==> config.mk <==
export PLATFORM = sky130hd
export DESIGN_NAME = ps2_scancode_rx
export DESIGN_NICKNAME = d
export VERILOG_FILES = /design/src/rtl/ps2_scancode_rx.sv
export SDC_FILE = /design/constraint.sdc
export NUM_CORES = 1
export LEC_CHECK = 0
export BUFFER_PORTS_ARGS = -buffer_cell sky130_fd_sc_hd__buf_2
export CAP_MARGIN = 20
export CORE_UTILIZATION = 30
export DETAILED_ROUTE_END_ITERATION = 10
export PLACE_DENSITY = 0.48
export SYNTH_ARGS = -nofsm -noshare
export SYNTH_HDL_FRONTEND = slang
export SYNTH_SLANG_ARGS = --single-unit
==> constraint.sdc <==
create_clock -name clk -period 3.1 [get_ports clk]
set_input_delay 0.775 -clock clk [delete_from_list [all_inputs] [get_ports clk]]
set_output_delay 0.775 -clock clk [all_outputs]
set_load 0.01 [all_outputs]
==> src/rtl/ps2_scancode_rx.sv <==
// PS/2 keyboard receiver: glitch-filtered line conditioning, 11-bit frame checking and a
// 32-bit scancode history with the newest byte in [7:0].
module ps2_scancode_rx #(
  parameter int FILTER_CYCLES  = 8,
  parameter int TIMEOUT_CYCLES = 100000
) (
  input  logic        clk,
  input  logic        rst,
  input  logic        ps2_clk,
  input  logic        ps2_data,
  output logic [31:0] keycode,
  output logic        keycode_valid,
  output logic        frame_err
);

  localparam int FW = $clog2(FILTER_CYCLES + 1);
  localparam int TW = $clog2(TIMEOUT_CYCLES + 1);

  typedef enum logic [1:0] {
    IDLE   = 2'd0,
    DATA   = 2'd1,
    PARITY = 2'd2,
    STOP   = 2'd3
  } state_t;

  // Odd parity holds when the data bits and the parity bit together carry an odd count of ones.
  function automatic logic odd_parity_ok(input logic [7:0] data_byte, input logic par_bit);
    return (^data_byte) ^ par_bit;
  endfunction

  // Index 0 is ps2_clk, index 1 is ps2_data.
  logic [1:0]          sync1_r;
  logic [1:0]          sync2_r;
  logic [1:0]          filt_r;
  logic [1:0][FW-1:0]  fcnt_r;
  logic                clk_prev_r;
  logic                fall_s;
  logic                data_s;

  state_t              state_r, state_n;
  logic [2:0]          bitcnt_r, bitcnt_n;
  logic [7:0]          shift_r, shift_n;
  logic                par_r, par_n;
  logic [TW-1:0]       tocnt_r, tocnt_n;
  logic [31:0]         keycode_n;
  logic                valid_n;
  logic                err_n;
  logic                timeout_s;

  // Two-flop synchronisers for both raw lines; idle level is high.
  always_ff @(posedge clk or posedge rst) begin
    if (rst) begin
      sync1_r <= 2'b11;
      sync2_r <= 2'b11;
    end else begin
      sync1_r <= {ps2_data, ps2_clk};
      sync2_r <= sync1_r;
    end
  end

  // Filtered level follows the synced level only after FILTER_CYCLES steady cycles.
  always_ff @(posedge clk or posedge rst) begin
    if (rst) begin
      filt_r     <= 2'b11;
      fcnt_r     <= '0;
      clk_prev_r <= 1'b1;
    end else begin
      clk_prev_r <= filt_r[0];
      for (int i = 0; i < 2; i++) begin
        if (sync2_r[i] == filt_r[i]) begin
          fcnt_r[i] <= '0;
        end else if (fcnt_r[i] == FW'(FILTER_CYCLES - 1)) begin
          filt_r[i] <= sync2_r[i];
          fcnt_r[i] <= '0;
        end else begin
          fcnt_r[i] <= fcnt_r[i] + FW'(1);
        end
      end
    end
  end

  assign fall_s    = clk_prev_r & ~filt_r[0];
  assign data_s    = filt_r[1];
  assign timeout_s = (state_r != IDLE) && (tocnt_r == TW'(TIMEOUT_CYCLES));

  // Frame state register.
  always_ff @(posedge clk or posedge rst) begin
    if (rst) begin
      state_r <= IDLE;
    end else begin
      state_r <= state_n;
    end
  end

  // Next-state, datapath and completion-pulse logic; a timeout overrides any coincident fall.
  always_comb begin
    state_n   = state_r;
    bitcnt_n  = bitcnt_r;
    shift_n   = shift_r;
    par_n     = par_r;
    tocnt_n   = tocnt_r;
    keycode_n = keycode;
    valid_n   = 1'b0;
    err_n     = 1'b0;
    if (timeout_s) begin
      state_n  = IDLE;
      bitcnt_n = 3'd0;
      shift_n  = 8'd0;
      tocnt_n  = '0;
      err_n    = 1'b1;
    end else begin
      if ((state_r == IDLE) || fall_s) begin
        tocnt_n = '0;
      end else begin
        tocnt_n = tocnt_r + TW'(1);
      end
      if (fall_s) begin
        case (state_r)
          IDLE: begin
            if (!data_s) begin
              state_n  = DATA;
              bitcnt_n = 3'd0;
            end else begin
              state_n = IDLE;
            end
          end
          DATA: begin
            shift_n  = {data_s, shift_r[7:1]};
            bitcnt_n = bitcnt_r + 3'd1;
            if (bitcnt_r == 3'd7) begin
              state_n = PARITY;
            end else begin
              state_n = DATA;
            end
          end
          PARITY: begin
            par_n   = data_s;
            state_n = STOP;
          end
          STOP: begin
            state_n = IDLE;
            if (data_s && odd_parity_ok(shift_r, par_r)) begin
              keycode_n = {keycode[23:0], shift_r};
              valid_n   = 1'b1;
            end else begin
              err_n = 1'b1;
            end
          end
          default: begin
            state_n = IDLE;
          end
        endcase
      end else begin
        state_n = state_r;
      end
    end
  end

  // Datapath and registered outputs.
  always_ff @(posedge clk or posedge rst) begin
    if (rst) begin
      bitcnt_r      <= 3'd0;
      shift_r       <= 8'd0;
      par_r         <= 1'b0;
      tocnt_r       <= '0;
      keycode       <= 32'd0;
      keycode_valid <= 1'b0;
      frame_err     <= 1'b0;
    end else begin
      bitcnt_r      <= bitcnt_n;
      shift_r       <= shift_n;
      par_r         <= par_n;
      tocnt_r       <= tocnt_n;
      keycode       <= keycode_n;
      keycode_valid <= valid_n;
      frame_err     <= err_n;
    end
  end

endmodule

==> impl_results.md <==
- Critical path, cell by cell: xor2_1 > xnor3_2 > xnor2_1 > nor4b_4 > buf_4 > mux2_2
- Routability cong.: 0.664
- Fmax achieved: 412 MHz
- Drt first-iter violations: 85
- Max-cap viol count: 0
- PD cells: 627 mW/mm^2
- Yosys warnings: 0
- Row count: 38
- CP endpoint kind: register
- Rel. slew slack: 55.8%
- TritonCTS Buffers: 9
- DIE AREA: 0.0117 mm^2
- Post-CTS Setup Repair Bufs: 0
- Setup Crit Path Kind: register to register
- CTS tree: built
- CP max FO: 31
- Final setup violation count: 0
- Max-slew violation count: 0
- Worst hold endpoint: sync2_r[0]$_DFF_PP1_
- Leak: 1.92 nW
- Via density per instance: 4.62
- Worst R2R Start: shift_r[4]$_DFFE_PP0P_
- Delay of the slowest critical-path stage: 430 ps
- Area leader, netlist: dfrtp_1
- Total Routing Usage GR: 11.0%
- CTS Hold Bufs: 0
- Syn nets: 272
- Worst Hold Class: register to register
- Share of cells above drive strength 1: 33.5%
- Layout Nets: 315
- Hold Path Depth: 0
- Routed vias: 2080
- Initial antenna violation count: 0
- Multi-input logic area: 0.00128 mm^2
- Mapped cell area: 0.00337 mm^2
- Worst-Skew Late Latency: 350 ps
- Synth Flop Type: dfrtp_1
- Worst slew pin tran: 659 ps
- Filler Cell Count: 1080
- HPWL Detailed: 3.76 mm
- Mean Syn Cell Area: 12.9 um^2
- Top cell type's share of synthesized area: 54.1%
- Die width: 108 um
- H-Tree Depth: 3
- Most frequent cell after synthesis: dfrtp_1
- WL final: 5.63 mm
- Met3 WL: 281 um
- Final Core Density: 35.8%
- Antenna cell count: 0
- Antenna Nets Post-Route: 0
- Crit path arrival time: 2660 ps
- Top-level I/O count: 38
- FF/Latch Area: 0.00201 mm^2
- Setup slack, reg-to-reg: 670 ps
- WL per Instance: 12.5 um
- Synth area leaders: dfrtp_1 54%, mux2_2 12%, dfstp_2 5.5%
- Seq/Total Area, Yosys: 59.6%
- Global-route wire length before repair: 9.76 mm
- Grt ovf: 0
- Area grow syn2layout: 15.5%
- RSZ-0062 raised after global routing: false
- Yosys reg bits: 80
- Number of global-route vias before repair: 2081
- Core area: 0.0109 mm^2
- PostCTS Resize Cnt: 0
- Hold slack: 359 ps
- Status: completed
- Cells after Synth: 262
- Cell variety after synth: 33
- Crit path launch type: register
- Async set-reset flop share out of synthesis: 100%
- Maximum vdd ir drop: 0.000343 V
- Final Cycle Share: 78.3%
- Initial Util: 31.0%
- Clock Root Buffer: clkbuf_8
- Max clock buf depth: 2
- Setup Total Neg Slack: 0 ps
- Pin count of the biggest net entering global routing: 49
- Met1 wire length: 2.58 mm
- Post-Route Skew: 8.66 ps
- CTS sink cnt: 80
- Clock transition at path regs: 90 ps
- CP max-delay cell: dfrtp_1
- Hold wc startpoint: sync1_r[0]$_DFF_PP1_
- TritonRoute pass-1 iters: 6
- Synth top cells by count: 73 x dfrtp_1, 35 x mux2_2, 32 x nor2_1, 16 x xnor2_1, 11 x nand2_1
- Worst EP required: 3330 ps
- Max Used Layer: met4
- Crit Reg-Reg Endpoint: keycode[11]$_DFFE_PP0P_
- Final hold violation count: 0
- Met2 wire len: 2.64 mm
- DRC viols: 0
- Die extent in y: 108 um
- EDFF count, synth: 0
- Minimum clock period: 2430 ps
- Number of port buffers: 37
- Cell depth of the worst flop-to-flop path: 6
## worst max-delay path, delay by kind of cell (launching register included)
kind | cells | cell delay (ps)
xor+xnor | 3 | 780
buf+inv | 1 | 420
flops | 1 | 430
mux | 1 | 380
simple gates | 1 | 290
## how the worst max path moves through the flow
stage                                      start                       to  slack (ps)  depth (start not counted)
after global routing       tocnt_r[12]$_DFF_PP0_    tocnt_r[10]$_DFF_PP0_         480                          5
after detailed placement  shift_r[4]$_DFFE_PP0P_  keycode[24]$_DFFE_PP0P_         670                          6
after CTS                 shift_r[4]$_DFFE_PP0P_  keycode[24]$_DFFE_PP0P_         640                          6
final                     shift_r[4]$_DFFE_PP0P_  keycode[11]$_DFFE_PP0P_         670                          6
after global placement    shift_r[4]$_DFFE_PP0P_   keycode[3]$_DFFE_PP0P_         710                          6
after floorplan                              rst  bitcnt_r[0]$_DFFE_PP0P_         280                          1
## through the flow
stage | cell area (um^2) | setup WS (ps) | total power [mW] | cells
3_5_place_dp | 3710 | 671 | 1.75 | 434
6_report | 3900 | 673 | 2.44 | 450
5_1_grt | 3900 | 481 | 2.62 | 450
4_1_cts | 3900 | 642 | 2.50 | 450
3_3_place_gp | 3710 | 712 | 1.75 | 434
2_1_floorplan | 3370 | 285 | 1.64 | 262
## cells by family after synthesis
family          after synthesis  synth area share (%)
buf+inv                      14                  2.52
flops                        80                  59.6
simple gates                 79                  12.1
fa+ha+maj                     6                  2.22
compound gates               22                  4.75
mux                          35                  11.7
xor+xnor                     26                  7.19
## sequential cells by signal, summed over array words and instances (netlist names)
register	flops
keycode_valid	1
fcnt_r	8
frame_err	1
filt_r	2
shift_r	8
par_r	1
clk_prev_r	1
tocnt_r	17
keycode	32
sync2_r	2
bitcnt_r	3
sync1_r	2
state_r	2
## cell usage in the layout (no fill, tap or decap), types with 2 or more instances in the layout
master and n:
dfrtp_1 73, buf_2 37, mux2_2 35, nor2_1 32
xnor2_1 16, nand2_1 11, nand3_1 10, clkbuf_8 10
xor2_1 9, a22o_1 9, dfstp_2 7, nor3_1 6
ha_1 6, inv_1 5, a21oi_1 4, nand4_1 4
o21ai_0 4, nor4_1 3, nor2b_1 3, nor3b_1 2
nand2b_1 2, o22ai_1 2, clkinvlp_4 2, clkinv_4 2
buf_4 2
## cell type report
class / instances / area share, %
Inverter: 6 / 0.610
Clock buffer: 10 / 3.53
Sequential cell: 80 / 51.6
Timing Repair Buffer: 40 / 5.65
Multi-Input combinational cell: 168 / 32.8
Tap cell: 140 / 4.49
Clock inverter: 6 / 1.35
## power breakdown
group	internal, mW	total (mW)	switching [mW]
clock	0.323	0.722	0.399
sequential	1.18	1.29	0.114
combinational	0.189	0.430	0.241
total	1.69	2.44	0.753
## routing by layer
metal | up-vias | global-route usage, %
met1 | 1031 | 13.7
met5 | - | 0
met2 | 41 | 17.1
met4 | 0 | 4.70
met3 | 12 | 4.16
li1 | 996 | -
Power figures use the tool's default switching activity.
